--- config.mk ---
export PLATFORM = sky130hd
export DESIGN_NAME = grid_move_arbiter
export DESIGN_NICKNAME = d
export VERILOG_FILES = /design/src/rtl/grid_move_arbiter_pkg.sv /design/src/rtl/grid_move_arbiter_req_slot.sv /design/src/rtl/grid_move_arbiter.sv
export SDC_FILE = /design/constraint.sdc
export NUM_CORES = 1
export LEC_CHECK = 0
export BUFFER_PORTS_ARGS = -buffer_cell sky130_fd_sc_hd__buf_2
export CAP_MARGIN = 20
export CORE_MARGIN = 2
export CORE_UTILIZATION = 55
export DETAILED_ROUTE_END_ITERATION = 8
export PLACE_DENSITY_LB_ADDON = 0.2
export SLEW_MARGIN = 30
export SYNTH_ARGS = -nofsm -noshare
export SYNTH_HDL_FRONTEND = slang
export SYNTH_HIERARCHICAL = 1
export SYNTH_SLANG_ARGS = --single-unit
--- constraint.sdc ---
create_clock -name clk -period 8.6 [get_ports clk]
set_input_delay 1.72 -clock clk [delete_from_list [all_inputs] [get_ports clk]]
set_output_delay 1.72 -clock clk [all_outputs]
set_load 0.01 [all_outputs]
--- src/rtl/grid_move_arbiter_pkg.sv ---
package grid_move_arbiter_pkg;

  typedef enum logic [1:0] {
    IDLE   = 2'd0,
    WAIT   = 2'd1,
    DECIDE = 2'd2
  } state_t;

  typedef logic [7:0] cor_t;

  localparam logic P1 = 1'b0;
  localparam logic P2 = 1'b1;

  localparam cor_t P1_START_DEF = 8'h10;
  localparam cor_t P2_START_DEF = 8'h20;

  // Manhattan distance of exactly one, evaluated without wrap-around.
  function automatic logic is_adjacent(input cor_t a, input cor_t b);
    logic [3:0] dx;
    logic [3:0] dy;
    dx = (a[3:0] >= b[3:0]) ? (a[3:0] - b[3:0]) : (b[3:0] - a[3:0]);
    dy = (a[7:4] >= b[7:4]) ? (a[7:4] - b[7:4]) : (b[7:4] - a[7:4]);
    return ({1'b0, dx} + {1'b0, dy}) == 5'd1;
  endfunction

endpackage

--- src/rtl/grid_move_arbiter_req_slot.sv ---
module grid_move_arbiter_req_slot
  import grid_move_arbiter_pkg::*;
(
  input  logic clk,
  input  logic rst_n,
  input  logic tick,
  input  logic game_active,
  input  logic req_valid,
  input  logic req_bomb,
  input  cor_t req_cor,
  input  logic clr,
  output logic req_ready,
  output logic full,
  output logic bomb,
  output cor_t cor
);

  logic r_armed;
  logic r_full;
  logic r_bomb;
  cor_t r_cor;
  logic w_load;

  assign req_ready = game_active & r_armed & ~r_full;
  assign w_load    = req_valid & req_ready;

  always_ff @(posedge clk or negedge rst_n) begin
    if (!rst_n) begin
      r_armed <= 1'b1;
      r_full  <= 1'b0;
      r_bomb  <= 1'b0;
      r_cor   <= '0;
    end else begin
      if (!game_active || clr) begin
        r_full <= 1'b0;
      end else if (w_load) begin
        r_full <= 1'b1;
        r_bomb <= req_bomb;
        r_cor  <= req_cor;
      end
      // A tick only re-arms once the pending request has been decided.
      if (w_load) begin
        r_armed <= 1'b0;
      end else if (tick && !r_full) begin
        r_armed <= 1'b1;
      end
    end
  end

  assign full = r_full;
  assign bomb = r_bomb;
  assign cor  = r_cor;

endmodule

--- src/rtl/grid_move_arbiter.sv ---
module grid_move_arbiter
  import grid_move_arbiter_pkg::*;
#(
  parameter int unsigned QUERY_LAT = 1,
  parameter cor_t        P1_START  = P1_START_DEF,
  parameter cor_t        P2_START  = P2_START_DEF
) (
  input  logic       clk,
  input  logic       rst_n,
  input  logic       tick,
  input  logic       game_active,
  input  logic       p1_req_valid,
  input  logic       p1_req_bomb,
  input  logic [7:0] p1_req_cor,
  output logic       p1_req_ready,
  input  logic       p2_req_valid,
  input  logic       p2_req_bomb,
  input  logic [7:0] p2_req_cor,
  output logic       p2_req_ready,
  input  logic [2:0] p1_bomb_num,
  input  logic [2:0] p1_bomb_cap,
  input  logic [2:0] p2_bomb_num,
  input  logic [2:0] p2_bomb_cap,
  output logic       qry_valid,
  output logic [7:0] qry_cor,
  input  logic       qry_wall,
  input  logic       qry_bomb,
  output logic [7:0] p1_cor_o,
  output logic [7:0] p2_cor_o,
  output logic       p1_put_o,
  output logic       p2_put_o,
  output logic       p1_move_o,
  output logic       p2_move_o,
  output logic       p1_reject_o,
  output logic       p2_reject_o,
  output logic       busy
);

  state_t     r_state;
  logic       r_rr;
  logic       r_sel;
  logic       r_sel_bomb;
  logic       r_abort;
  logic       r_settle;
  logic [1:0] r_cnt;
  cor_t       r_qry_cor;
  logic       r_qry_valid;
  cor_t       r_p1_cor;
  cor_t       r_p2_cor;
  logic       r_p1_put, r_p2_put, r_p1_move, r_p2_move, r_p1_rej, r_p2_rej;

  logic [1:0] w_full;
  logic [1:0] w_bomb;
  logic [1:0] w_clr;
  cor_t       w_p1_slot_cor;
  cor_t       w_p2_slot_cor;
  logic       w_pick;
  logic       w_both;
  cor_t       w_cur;
  logic [2:0] w_num;
  logic [2:0] w_cap;
  logic       w_accept;

  grid_move_arbiter_req_slot u_slot_p1 (
    .clk         (clk),
    .rst_n       (rst_n),
    .tick        (tick),
    .game_active (game_active),
    .req_valid   (p1_req_valid),
    .req_bomb    (p1_req_bomb),
    .req_cor     (p1_req_cor),
    .clr         (w_clr[P1]),
    .req_ready   (p1_req_ready),
    .full        (w_full[P1]),
    .bomb        (w_bomb[P1]),
    .cor         (w_p1_slot_cor)
  );

  grid_move_arbiter_req_slot u_slot_p2 (
    .clk         (clk),
    .rst_n       (rst_n),
    .tick        (tick),
    .game_active (game_active),
    .req_valid   (p2_req_valid),
    .req_bomb    (p2_req_bomb),
    .req_cor     (p2_req_cor),
    .clr         (w_clr[P2]),
    .req_ready   (p2_req_ready),
    .full        (w_full[P2]),
    .bomb        (w_bomb[P2]),
    .cor         (w_p2_slot_cor)
  );

  always_comb begin
    w_both   = w_full[P1] & w_full[P2];
    w_pick   = w_both ? r_rr : (w_full[P1] ? P1 : P2);
    w_clr    = '0;
    w_clr[P1] = (r_state == DECIDE) && (r_sel == P1);
    w_clr[P2] = (r_state == DECIDE) && (r_sel == P2);
    w_cur    = (r_sel == P1) ? r_p1_cor    : r_p2_cor;
    w_num    = (r_sel == P1) ? p1_bomb_num : p2_bomb_num;
    w_cap    = (r_sel == P1) ? p1_bomb_cap : p2_bomb_cap;
    w_accept = 1'b0;
    if (game_active && !r_abort) begin
      if (r_sel_bomb) begin
        w_accept = (r_qry_cor == w_cur) && !qry_bomb && (w_num < w_cap);
      end else begin
        w_accept = !qry_wall && !qry_bomb && is_adjacent(w_cur, r_qry_cor);
      end
    end
  end

  always_ff @(posedge clk or negedge rst_n) begin
    if (!rst_n) begin
      r_state     <= IDLE;
      r_rr        <= P1;
      r_sel       <= P1;
      r_sel_bomb  <= 1'b0;
      r_abort     <= 1'b0;
      r_settle    <= 1'b0;
      r_cnt       <= '0;
      r_qry_cor   <= '0;
      r_qry_valid <= 1'b0;
      r_p1_cor    <= P1_START;
      r_p2_cor    <= P2_START;
      r_p1_put    <= 1'b0;
      r_p2_put    <= 1'b0;
      r_p1_move   <= 1'b0;
      r_p2_move   <= 1'b0;
      r_p1_rej    <= 1'b0;
      r_p2_rej    <= 1'b0;
    end else begin
      r_qry_valid <= 1'b0;
      r_settle    <= 1'b0;
      r_p1_put    <= 1'b0;
      r_p2_put    <= 1'b0;
      r_p1_move   <= 1'b0;
      r_p2_move   <= 1'b0;
      r_p1_rej    <= 1'b0;
      r_p2_rej    <= 1'b0;
      case (r_state)
        IDLE: begin
          // One idle cycle after each decision so a queued loser lands a
          // full decision period behind the winner.
          if (game_active && !r_settle && (w_full != 2'b00)) begin
            r_sel       <= w_pick;
            r_sel_bomb  <= w_bomb[w_pick];
            r_qry_cor   <= (w_pick == P1) ? w_p1_slot_cor : w_p2_slot_cor;
            r_qry_valid <= 1'b1;
            r_cnt       <= 2'(QUERY_LAT);
            r_abort     <= 1'b0;
            r_state     <= WAIT;
            if (w_both) r_rr <= ~r_rr;
          end
        end
        WAIT: begin
          if (!game_active) r_abort <= 1'b1;
          r_cnt <= r_cnt - 2'd1;
          if (r_cnt == 2'd1) r_state <= DECIDE;
        end
        DECIDE: begin
          r_state  <= IDLE;
          r_settle <= 1'b1;
          if (r_sel == P1) begin
            if (!w_accept)       r_p1_rej  <= 1'b1;
            else if (r_sel_bomb) r_p1_put  <= 1'b1;
            else begin
              r_p1_move <= 1'b1;
              r_p1_cor  <= r_qry_cor;
            end
          end else begin
            if (!w_accept)       r_p2_rej  <= 1'b1;
            else if (r_sel_bomb) r_p2_put  <= 1'b1;
            else begin
              r_p2_move <= 1'b1;
              r_p2_cor  <= r_qry_cor;
            end
          end
        end
        default: r_state <= IDLE;
      endcase
    end
  end

  assign qry_valid   = r_qry_valid;
  assign qry_cor     = r_qry_cor;
  assign p1_cor_o    = r_p1_cor;
  assign p2_cor_o    = r_p2_cor;
  assign p1_put_o    = r_p1_put;
  assign p2_put_o    = r_p2_put;
  assign p1_move_o   = r_p1_move;
  assign p2_move_o   = r_p2_move;
  assign p1_reject_o = r_p1_rej;
  assign p2_reject_o = r_p2_rej;
  assign busy        = (r_state != IDLE);

endmodule

## Word-level counts from Yosys, hierarchy flattened

Cells that the tools add are included.

- Reductions and logical operators: 37
- $add $sub $neg: 6
- Equal/unequal tests: 8
- Bitwise gates (word level): 14
- Mux-type cells: 47
- Order comparisons: 4

Operator list:

| kind | number |
|---|---|
| $mux W1 | 36 |
| $mux W8 | 2 |
| $sub A4 B4 Y4 | 4 |
| $reduce_bool A2 Y1 | 7 |
| $logic_and A1 B1 Y1 | 11 |
| $reduce_and A2 Y1 | 5 |
| $eq A8 B8 Y1 | 1 |
| $ge A4 B4 Y1 | 2 |
| $mux W4 | 2 |
| $pmux W2 S2 | 2 |
| $reduce_and A4 Y1 | 2 |
| $and A1 B1 Y1 | 7 |
| $logic_not A1 Y1 | 7 |
| $not A1 Y1 | 7 |
| $mux W3 | 2 |
| $ne A2 B2 Y1 const B | 3 |
| $reduce_and A3 Y1 | 2 |
| $add A4 B4 Y5 | 1 |
| $eq A5 B1 Y1 const B | 1 |
| $eq A2 B1 Y1 const B | 2 |
| $mux W2 | 2 |
| $lt A3 B3 Y1 | 1 |
| $eq A2 B2 Y1 const B | 1 |
| $logic_not A2 Y1 | 1 |
| other kinds (4) | 5 |

- Bits in registers: 62
- Bits of input ports: 38

## Logic depth before layout (Yosys ltp)

Gate-level depths: netlist (run 1).

- Depth in word-level cells: 11
- Mapped depth: 15
- Mapped depth without buffers: 13

## By module

The synthesis (run 1) kept the hierarchy.

Modules (own cells, without submodules):

| module | cells each | area each (µm²) | seq. area each (µm²) | times used |
|---|---|---|---|---|
| grid_move_arbiter | 240 | 2575.0 | 1003.5 | 1 |
| grid_move_arbiter_req_slot | 28 | 469.2 | 276.5 | 2 |

## Least setup slack after synthesis (run 1)

Ideal clock, no wire load.

- Path kind: flip-flop to flip-flop
- Start point: reg r_sel
- End point: reg r_p2_cor[0] (netlist: p2_cor_o[0])
- Stages on the path, launching flop included: 14
- Data arrival time: 4.325 ns
- Setup slack: 4.151 ns
- Required time: 8.475 ns
- Setup time: 0.125 ns
- Period minus slack after synthesis: 4.449 ns
- Cell sequence: dfrtp_1 -> clkbuf_1 -> clkbuf_1 -> mux2i_1 -> inv_1 -> fa_1 -> a211o_1 -> a21oi_1 -> mux2_2 -> fa_1 -> nor3_1 -> nand2b_4 -> nor4_4 -> mux2_2

- Cells in the longest elaborated chain, start to end: 9
- Elaborated cells between the ends (all ways): 21

RTL lines:

| what | line | RTL |
|---|---|---|
| start, declared | grid_move_arbiter.sv:41 | `logic r_sel;` |
| start signal, assigned | grid_move_arbiter.sv:146 | `r_sel <= w_pick;` |
| $mux W8 | grid_move_arbiter.sv:100 | `w_cur = (r_sel == P1) ? r_p1_cor : r_p2_cor;` |
| $sub A4 B4 Y4 (tied with other cells) | grid_move_arbiter_pkg.sv:21 | `dx = (a[3:0] >= b[3:0]) ? (a[3:0] - b[3:0]) : (b[3:0] - a[3:0]);` |
| $mux W4, on equally long branches | grid_move_arbiter_pkg.sv:21, grid_move_arbiter_pkg.sv:22 |  |
| $add A4 B4 Y5 | grid_move_arbiter_pkg.sv:23 | `return ({1'b0, dx} + {1'b0, dy}) == 5'd1;` |
| $eq A5 B1 Y1 | grid_move_arbiter_pkg.sv:23 |  |
| $logic_and A1 B1 Y1 | grid_move_arbiter.sv:108 | `w_accept = !qry_wall && !qry_bomb && is_adjacent(w_cur, r_qry_cor);` |
| $mux W1 | grid_move_arbiter.sv:105 | `if (r_sel_bomb) begin` |
| $mux W1 | grid_move_arbiter.sv:104 | `if (game_active && !r_abort) begin` |
| $reduce_and A4 Y1 (no line) (*) | n/a |  |
| end signal, assigned | grid_move_arbiter.sv:176 | `r_p2_cor <= r_qry_cor;` |
| end, declared | grid_move_arbiter.sv:49 | `cor_t r_p2_cor;` |

Every way passes the cells marked *; elsewhere a longest branch is shown, timed or not.
A chain may end at the register's enable or synchronous reset.

## Worst setup path after layout (run 1)

- Start point: reg r_sel
- End point: reg r_p1_cor[5] (netlist: p1_cor_o[5])

- Cells in the longest elaborated chain, start to end: 9
- Elaborated cells between the ends (all ways): 22

RTL lines:

| what | line | RTL |
|---|---|---|
| $mux W8 | grid_move_arbiter.sv:100 |  |
| $sub A4 B4 Y4 (tied with other cells) | grid_move_arbiter_pkg.sv:21 |  |
| $mux W4, on equally long branches | grid_move_arbiter_pkg.sv:21, grid_move_arbiter_pkg.sv:22 |  |
| $add A4 B4 Y5 | grid_move_arbiter_pkg.sv:23 |  |
| $eq A5 B1 Y1 | grid_move_arbiter_pkg.sv:23 |  |
| $logic_and A1 B1 Y1 | grid_move_arbiter.sv:108 |  |
| $mux W1 | grid_move_arbiter.sv:105 |  |
| $mux W1 | grid_move_arbiter.sv:104 |  |
| $reduce_and A4 Y1 (no line) (*) | n/a |  |
| end signal, assigned | grid_move_arbiter.sv:169 | `r_p1_cor <= r_qry_cor;` |
| end, declared | grid_move_arbiter.sv:48 | `cor_t r_p1_cor;` |

Marks and branches as above.

==> metrics, run 1 <==
CTS Buffer Depth 2; termination of the worst setup path p1_cor_o[5]; full die area 7040 sq um; TritonCTS Buffers 9; Syn Inst Count 296; hold-fix buffers at CTS 0; antenna diode count 0; initial drt markers 77; Post CTS Setup Buffer Count 0; synthesis-to-layout area growth 18.2%; Crit Path Category reg -> reg; clk root buf clkbuf_8; vias in the first global route 2430; DP Area 3940 sq um; largest family of logic cells by synthesized area multiplexers; clk_skew 0.00981 ns; routed len/inst 15.7 um; I/O pin count 72; Clock transition at path regs 0.07 ns; Routed Antenna Nets 0; Arrival @ worst endpoint 4.84 ns; Fmax 216 MHz; Synth Area in Compound Gates 9.40%; fin crit share 53.9%; Synth Net Count 362; Detailed Route WL 7140 um; PostCTS Resize Cnt 0; outcome finished clean; Distinct cells, synth 46; Row Count 29; first-pass GRT wire length 11900 um; Slew Limit Fails 0; DR DRC count 0; share of layout cells above drive strength 1 36.9%; worst skew pair latency 0.32 ns; Global Route met1 Usage 29.9%; post-DP HPWL 5400 um; Worst setup EP type register; post-synthesis mux area share 19.6%; Pleak 0.00221 uW; GRT Max-Usage Layer met2; Startpoint Class register; Pwr per Cell Area 308 nW/um^2; M3 GR Usage 2.67%; Setup Viol. Count Final 0; #FFs+latches synth 62; Req. time, crit path 8.80 ns; Avg Vias per Cell 5.49; Least-Margin Pin Slew 0.780 ns; port buffer count 71; largest net degree at the start of global routing 63; total grt overflow 0; Starting Density 56.0%; grt met2 use 33.7%; setup TNS 0 ns; top cell type's share of synthesized area 41.3%; Die W 83.9 um; core box area 6280 sq um; worst vdd ir 0.211 mV; async set-reset flop share out of synthesis 100%; Adder-Cell Fraction of Synth Area 11.0%; # clock sinks 62; r2r endpoint p1_cor_o[5]; Die Ht 83.9 um; TritonRoute pass-1 iters 4; Final Power 1280 uW; Post-Syn Area 3510 sq um; Tmin final 4.64 ns; Synth area leader dfrtp_1; predominant post-synthesis flop cell dfrtp_1; Yosys Warn Count 6; sequential-to-total area share from yosys stat 44.3%; H-tree depth 3; Placer Congestion 0.857; Critical R2R Launch r_sel; initial antenna violation count 0; final hold vios 0; Max Cap Violations 0; Finished Cell Area 4150 sq um; Synth Area in Simple Gates 11.0%; Rel. slew slack 48.0%; nets 438; Reg2Reg Setup Slack 3.96 ns; Synth area leaders dfrtp_1 41%, ha_1 8.2%, mux2_4 7.7%; Max FO, Critical Path 17; number of enable flip-flop cells after synthesis 0; Total GRT Usage 21.3%; via count 2493; Critical Path Start r_sel; Synth Area in XOR/XNOR 0.748%; RSZ-0062 raised after global routing no; Worst Hold Class reg -> reg; CTS tree built; R2R cell count 11; Mapped Avg Cell Area 11.9 sq um
-- worst max-delay path, stage by stage (launching register included) --
cell and delay [ns]:
dfrtp_1 0.82, mux2i_1 0.44, inv_1 0.14, fa_1 0.47, a211o_1 0.29, a21oi_1 0.19, mux2_2 0.39, fa_1 0.47
nor3_1 0.34, nand2b_4 0.12, nor4_4 0.45, mux2_2 0.40
-- synthesized netlist by cell type (2+ instances only) --
cell type  instances
nor4_4             2
o32ai_1            2
dfstp_2            4
nand2b_1           4
fa_1               5
a21oi_1           21
nor2b_1            4
o22ai_1            3
mux2i_1           17
o21bai_1           3
xnor2_1            3
clkbuf_1           4
and3b_1            7
nor3_1             5
a41oi_1            2
o21a_1             5
o2bb2ai_1          2
mux2_4            18
mux2_2            21
buf_6              2
a211o_1            2
dfrtp_1           58
inv_1             26
and2_1             2
o21ai_0            4
ha_1              23
nand2_1            8
a21o_1             2
nor2_1            20
-- per-stage QoR --
step	instances	worst slack (ns)	hold slack (ns)	utilization [%]
finish	454	3.96	0.494	66.2
global route	454	3.66	0.524	66.2
CTS	454	3.96	0.495	66.2
detailed placement	438	3.96	0.486	62.7
global placement	438	4.12	0.460	62.6
floorplan	296	4.15	0.440	-
-- registers in the layout (all words and copies together), names as in the netlist, 2 cells and up --
signal / count
u_slot_p2/cor: 8
r_state: 2
p1_cor_o: 8
p2_cor_o: 8
qry_cor: 8
r_cnt: 2
u_slot_p1/cor: 8
-- area by class of cell --
class                           count  area [sq um]
Fill cell                         495          2120
Tap cell                           77          96.3
Multi-Input combinational cell    201          1820
Clock inverter                      3          40.0
Inverter                           26          97.6
Sequential cell                    62          1560
Clock buffer                       13           179
Timing Repair Buffer               72           363
-- cells by family after synthesis --
group	count (synthesis)
adder cells (fa/ha/maj)	28
buffers and inverters	33
AO/OA/AOI/OAI	51
AND/OR/NAND/NOR	62
XOR/XNOR	3
flip-flops	62
multiplexers	57
-- worst min path at each step --
stage	start	slack, ns	endpoint	cells after the start
6_report	r_cnt[0]	0.49	r_cnt[0]	1
5_1_grt	r_rr	0.52	r_rr	1
4_1_cts	r_cnt[0]	0.50	r_cnt[0]	1
3_5_place_dp	r_cnt[0]	0.49	r_cnt[0]	1
3_3_place_gp	r_rr	0.46	r_rr	1
2_1_floorplan	r_rr	0.44	r_rr	1
-- metal layers --
| metal | routed length [um] | part of all wire (%) | up-vias |
|---|---|---|---|
| met5 | 0 | 0 | - |
| met4 | 133 | 1.9 | 0 |
| met3 | 238 | 3.3 | 12 |
| met2 | 3510 | 49 | 59 |
| met1 | 3250 | 46 | 1223 |
| li1 | - | - | 1199 |
-- layout by cell type, fill, tap and decap left out, types with 3 or more instances in the layout --
master and n:
o21ai_0 4, ha_1 23, o21a_1 5, a21oi_1 21
dfstp_2 4, and3b_1 7, nor2b_1 4, o21bai_1 3
nand2b_1 4, nand2_1 8, mux2_2 21, mux2i_1 17
dfrtp_1 58, clkbuf_8 13, fa_1 5, inv_1 26
xnor2_1 3, o22ai_1 3, buf_2 71, mux2_4 18
nor2_1 20, nor3_1 5
-- power breakdown --
part | total [uW] | internal (uW) | switching [uW]
logic | 529 | 267 | 263
clock network | 269 | 165 | 104
registers | 482 | 384 | 98.2
total | 1280 | 816 | 465
(Power assumes the default switching activity.)
==> inputs of run 2 (changes only) <==
==> constraint.sdc (replaced) <==
create_clock -name clk -period 4.55 [get_ports clk]
set_input_delay 0.91 -clock clk [delete_from_list [all_inputs] [get_ports clk]]
set_output_delay 0.91 -clock clk [all_outputs]
set_load 0.01 [all_outputs]
==> run 2 against run 1 <==
Sequential cell count is the same. Fmax grew 8.3%. Hold slack lost 0.0027 ns. Die area is the same. Cell area shrank 0.90%. Via count shrank 0.84%. Sequential share of layout area grew 0.34 points. Combinational power grew 95%. Critical path type unchanged. Critical path depth grew 1.
==> metrics, run 2 (same netlist as run 1, synthesis figures left out) <==
Req. time, crit path 4.76 ns (-4.04 ns); Critical R2R Launch r_sel; fin worst setup slack 0.266 ns (-3.69 ns); full die area 7040 sq um (unchanged); Fmax 233 MHz (+8.3%); Max FO, Critical Path 7 (-10); Min-Delay Startpoint r_cnt[0]; total grt overflow 0 (unchanged); Die W 83.9 um (unchanged); PostCTS Resize Cnt 0 (unchanged); Routed Antenna Nets 0 (unchanged); M3 GR Usage 4.35% (+1.7 points); fin crit share 94.2% (+40 points); Placer Congestion 0.873 (+1.9%); largest net degree at the start of global routing 38 (-40%); leading cell types in the layout, fill and taps excluded 71 x buf_2, 58 x dfrtp_1, 26 x inv_1, 23 x ha_1; TritonRoute pass-1 iters 4 (unchanged); I/O pin count 72 (unchanged); outcome finished clean; share of layout cells above drive strength 1 36.6% (-0.29 points); post-DP HPWL 5530 um (+2.3%); number of fill cells 521 (+5.3%); Row Count 29 (unchanged); Least-Margin Pin Slew 0.791 ns (+0.0104 ns); RSZ-0062 raised after global routing no; antenna diode count 0 (unchanged); Tmin final 4.28 ns (-0.355 ns); grt met2 use 35.1% (+1.5 points); Multi-input gate area 1820 sq um (unchanged); DR DRC count 0 (unchanged); Hold Slack 0.491 ns (-0.00267 ns); Clock transition at path regs 0.06 ns (about the same); GRT Max-Usage Layer met2; Avg Vias per Cell 5.41 (-1.5%); Worst Hold Class reg -> reg; routed len/inst 15.6 um (-0.55%); Arrival @ worst endpoint 4.49 ns (-0.35 ns); Reg2Reg Setup Slack 0.27 ns (-3.69 ns); Crit Path Category reg -> reg; port buffer count 71 (unchanged); r2r endpoint p2_cor_o[0]; FF+latch area 1560 sq um (unchanged); Hold Path End r_cnt[0]; CTS tree built; core box area 6280 sq um (unchanged); Non-Filler Instances 457 (+0.66%); Die Ht 83.9 um (unchanged); clk_skew 0.0101 ns (+0.000328 ns); R2R cell count 12 (+1); worst skew pair latency 0.33 ns (about the same); Setup Viol. Count Final 0 (unchanged); H-tree depth 3 (unchanged); # clock sinks 62 (unchanged); initial drt markers 89 (+16%); via count 2472 (-0.84%); Max Cap Violations 0 (unchanged); Pleak 0.00220 uW (-0.72%); synthesis-to-layout area growth 17.2%; worst slack, placed 0.250 ns (-3.71 ns); Slew Limit Fails 0 (unchanged); Global Route met1 Usage 29.0% (-0.87 points); worst vdd ir 0.352 mV (+67%); Pwr per Cell Area 562 nW/um^2 (+82%); vias in the first global route 2463 (+1.4%); slowest cell on the critical path dfrtp_1; final hold vios 0 (unchanged); initial antenna violation count 0 (unchanged); Detailed Route WL 7150 um (+0.11%); Rel. slew slack 47.3% (-0.70 points); hold-fix buffers at CTS 0 (unchanged); Worst setup EP type register; critical-path cell list mux2i_1, inv_1, fa_1, a211o_1, a21oi_1, mux2_2, fa_1, nor3_1, nand2b_4, nor4_4, buf_4, mux2_2; Total GRT Usage 21.7% (+0.47 points); clk root buf clkbuf_8; Post CTS Setup Buffer Count 0 (unchanged); CP max stage delay 0.54 ns (-0.28 ns); CTS Buffer Depth 2 (unchanged); first-pass GRT wire length 11900 um (+0.12%); worst hold path stage count 1 (unchanged); commonest non-fill, non-tap cell in the layout buf_2; setup TNS 0 ns (unchanged); Startpoint Class register; TritonCTS Buffers 9 (unchanged); Starting Density 56.0% (unchanged); nets 441 (+0.68%); Post-Place Cells 439 (+0.23%)
==> run 2: cell count changes in the layout (fill, tap and decap cells not counted) <==
cell	previous run	this run
clkbuf_8	13	9
buf_4	1	4
clkbuf_1	0	3
bufinv_16	1	0
clkinv_2	2	3
clkinv_4	0	1
==> run 2: final cells by class <==
class,count,area share [%]
inverter,26,2.37
clock inverter,4,0.578
clock buffer,12,3.28
sequential,62,37.8
timing repair buffer,75,9.36
tap,77,2.34
multi-input combinational,201,44.3
==> run 2: power by group <==
| group | total, uW | leakage, uW | internal (uW) | switching (uW) |
|---|---|---|---|---|
| Sequential | 893 | 0.000771 | 726 | 166 |
| Clock | 394 | 0.0000841 | 196 | 198 |
| Combinational | 1030 | 0.00134 | 509 | 519 |
==> run 2: metal layers <==
metal  wire [um]  part of all wire [%]
met1        3350                    47
met2        3480                    49
met3         209                   2.9
met4         100                   1.4
met5           0                     0
==> run 2: stage by stage <==
stage,total power [uW],instance area (sq um),utilization [%]
final,2310,4120,65.6
after global routing,2500,4120,65.6
after CTS,2330,4100,65.3
after detailed placement,1920,3940,62.8
after global placement,1890,3940,62.7
after floorplan,1640,3510,-
==> run 2: worst max-delay path, delay by kind of cell, from the launching register on <==
kind,cells,cell delay (ns)
flip-flops,1,0.54
multiplexers,3,1.12
buffers and inverters,2,0.36
AO/OA/AOI/OAI,2,0.48
adder cells (fa/ha/maj),2,0.96
AND/OR/NAND/NOR,3,0.70
==> run 2: how the worst max path moves through the flow <==
stage / start / end / cells past startpoint
global placement: r_sel / p2_cor_o[7] / 12
finish: r_sel / p2_cor_o[0] / 12
detailed placement: r_sel / p2_cor_o[4] / 11
floorplan: r_sel / p2_cor_o[0] / 13
global route: r_sel / p2_cor_o[0] / 12
CTS: r_sel / p2_cor_o[0] / 11
==> inputs of run 3 (changes only) <==
==> constraint.sdc (replaced) <==
create_clock -name clk -period 4.8 [get_ports clk]
set_input_delay 0.96 -clock clk [delete_from_list [all_inputs] [get_ports clk]]
set_output_delay 0.96 -clock clk [all_outputs]
set_load 0.005 [all_outputs]
==> run 3 against run 2 <==
Critical path depth is the same. Count of clock-buffer cells in the layout is the same. Clock skew shrank 0.0056 ns. Largest cell class unchanged. Hold slack lost 0.0028 ns. Utilization shrank 0.10 points. Power shrank 5.1%. Die area is the same. Register-to-register slack gained 0.18 ns. First-iteration DRC count shrank 37%. Cell count shrank 0.44%. Highest routed layer unchanged.
==> metrics, run 3 (same netlist as run 1, synthesis figures left out) <==
outcome finished clean; sum of buffers and inverters on the critical path 1 (-1); critical-path cell list mux2i_1, ha_1, inv_1, fa_1, a211o_1, a21oi_1, mux2_2, fa_1, nor3_1, nand2b_4, nor4_4, mux2_2; Least-Margin Pin Slew 0.779 ns (-0.0118 ns); Setup Viol. Count Final 0 (unchanged); clk_skew 0.00454 ns (-0.00560 ns); RSZ-0062 raised after global routing no; nets 439 (-0.45%); Total GRT Usage 21.6% (-0.11 points); final hold vios 0 (unchanged); Arrival @ worst endpoint 4.57 ns (+0.08 ns); TritonRoute pass-1 iters 4 (unchanged); worst skew pair latency 0.33 ns (about the same); routed len/inst 15.7 um (+0.24%); share of layout cells above drive strength 1 36.5% (-0.071 points); vias in the first global route 2492 (+1.2%); Req. time, crit path 5.01 ns (+0.25 ns); slowest cell on the critical path dfrtp_1; hold-fix buffers at CTS 0 (unchanged); Min-Delay Startpoint r_cnt[0]; synthesis-to-layout area growth 17.0%; TritonCTS Buffers 9 (unchanged); grt met2 use 34.0% (-1.2 points); total grt overflow 0 (unchanged); initial drt markers 56 (-37%); Routed Antenna Nets 0 (unchanged); leading cell types in the layout, fill and taps excluded 71 x buf_2, 58 x dfrtp_1, 26 x inv_1, 23 x ha_1; number of fill cells 516 (-0.96%); via count 2464 (-0.32%); Fmax 229 MHz (-1.7%); Crit Path Category reg -> reg; Critical R2R Launch r_sel; first-pass GRT wire length 12000 um (+0.58%); setup TNS 0 ns (unchanged); Pleak 0.00219 uW (-0.40%); Avg Vias per Cell 5.42 (+0.11%); Worst setup EP type register; Row Count 29 (unchanged); Startpoint Class register; Hold Slack 0.488 ns (-0.00278 ns); Detailed Route WL 7130 um (-0.20%); Pwr per Cell Area 534 nW/um^2 (-5.0%); initial antenna violation count 0 (unchanged); antenna diode count 0 (unchanged); fin crit share 90.8% (-3.4 points); DR DRC count 0 (unchanged); Tmin final 4.36 ns (+0.0741 ns); Placer Congestion 0.885 (+1.4%); commonest non-fill, non-tap cell in the layout buf_2; clk root buf clkbuf_8; GRT Max-Usage Layer met2; CTS tree built; largest net degree at the start of global routing 34 (-11%); Die W 83.9 um (unchanged); Post CTS Setup Buffer Count 0 (unchanged); post-DP HPWL 5570 um (+0.67%); # clock sinks 62 (unchanged); I/O pin count 72 (unchanged); Starting Density 56.0% (unchanged); Rel. slew slack 48.1% (+0.79 points); M3 GR Usage 4.75% (+0.40 points); full die area 7040 sq um (unchanged); Final Power 2200 uW (-5.1%); PostCTS Resize Cnt 0 (unchanged); Slew Limit Fails 0 (unchanged); Critical Path Start r_sel; port buffer count 71 (unchanged); H-tree depth 3 (unchanged); Die Ht 83.9 um (unchanged); worst vdd ir 0.317 mV (-9.9%); Max Cap Violations 0 (unchanged); core box area 6280 sq um (unchanged); CP max stage delay 0.57 ns (+0.03 ns); CTS Buffer Depth 2 (unchanged); Clock transition at path regs 0.06 ns (about the same); delay-heaviest family, CP multiplexers; Max FO, Critical Path 8 (+1); Worst Hold Class reg -> reg; Global Route met1 Usage 28.7% (-0.31 points)
[run 3: power breakdown]
part	leakage (uW)	switching, uW	internal (uW)
logic	0.00133	473	487
registers	0.000771	161	689
clock network	0.0000861	188	199
total	0.00219	822	1370
[run 3: metrics by stage]
step                utilization, %  worst slack (ns)  cells  area, sq um
CTS                           65.5             0.429    455         4110
finish                        65.5             0.442    455         4110
detailed placement            62.8             0.445    439         3940
global route                  65.5             0.184    455         4110
global placement              62.7             0.610    439         3940
floorplan                        -             0.351    296         3510
[run 3: worst paths after layout]
check | cells past startpoint | slack, ns | endpoint
max | 12 | 0.44 | p1_cor_o[1]
min | 1 | 0.49 | r_cnt[0]
max reg2reg | 12 | 0.44 | p1_cor_o[1]
min reg2reg | 1 | 0.49 | r_cnt[0]
max in group asynchronous | 2 | 3.25 | p1_cor_o[4]
min in group asynchronous | 1 | 0.65 | p2_cor_o[7]
[run 3: routing by layer]
metal	vias to the layer above	wire length [um]
met5	-	0
met2	58	3430
met1	1177	3280
met4	0	193
li1	1206	-
met3	23	227
[run 3: layout make-up]
cell class	count	area (sq um)	area share (%)
Multi-Input combinational cell	201	1820	44.3
Sequential cell	62	1560	37.9
Timing Repair Buffer	73	370	9.01
Clock buffer	12	145	3.53
Inverter	26	97.6	2.37
Tap cell	77	96.3	2.34
Clock inverter	4	22.5	0.548
[run 3: worst reg2reg max path, stage by stage (launching register included)]
cell and delay [ns]:
dfrtp_1 0.57, mux2i_1 0.32, ha_1 0.22, inv_1 0.06, fa_1 0.42, a211o_1 0.28
a21oi_1 0.20, mux2_2 0.40, fa_1 0.48, nor3_1 0.33, nand2b_4 0.12, nor4_4 0.44
mux2_2 0.41
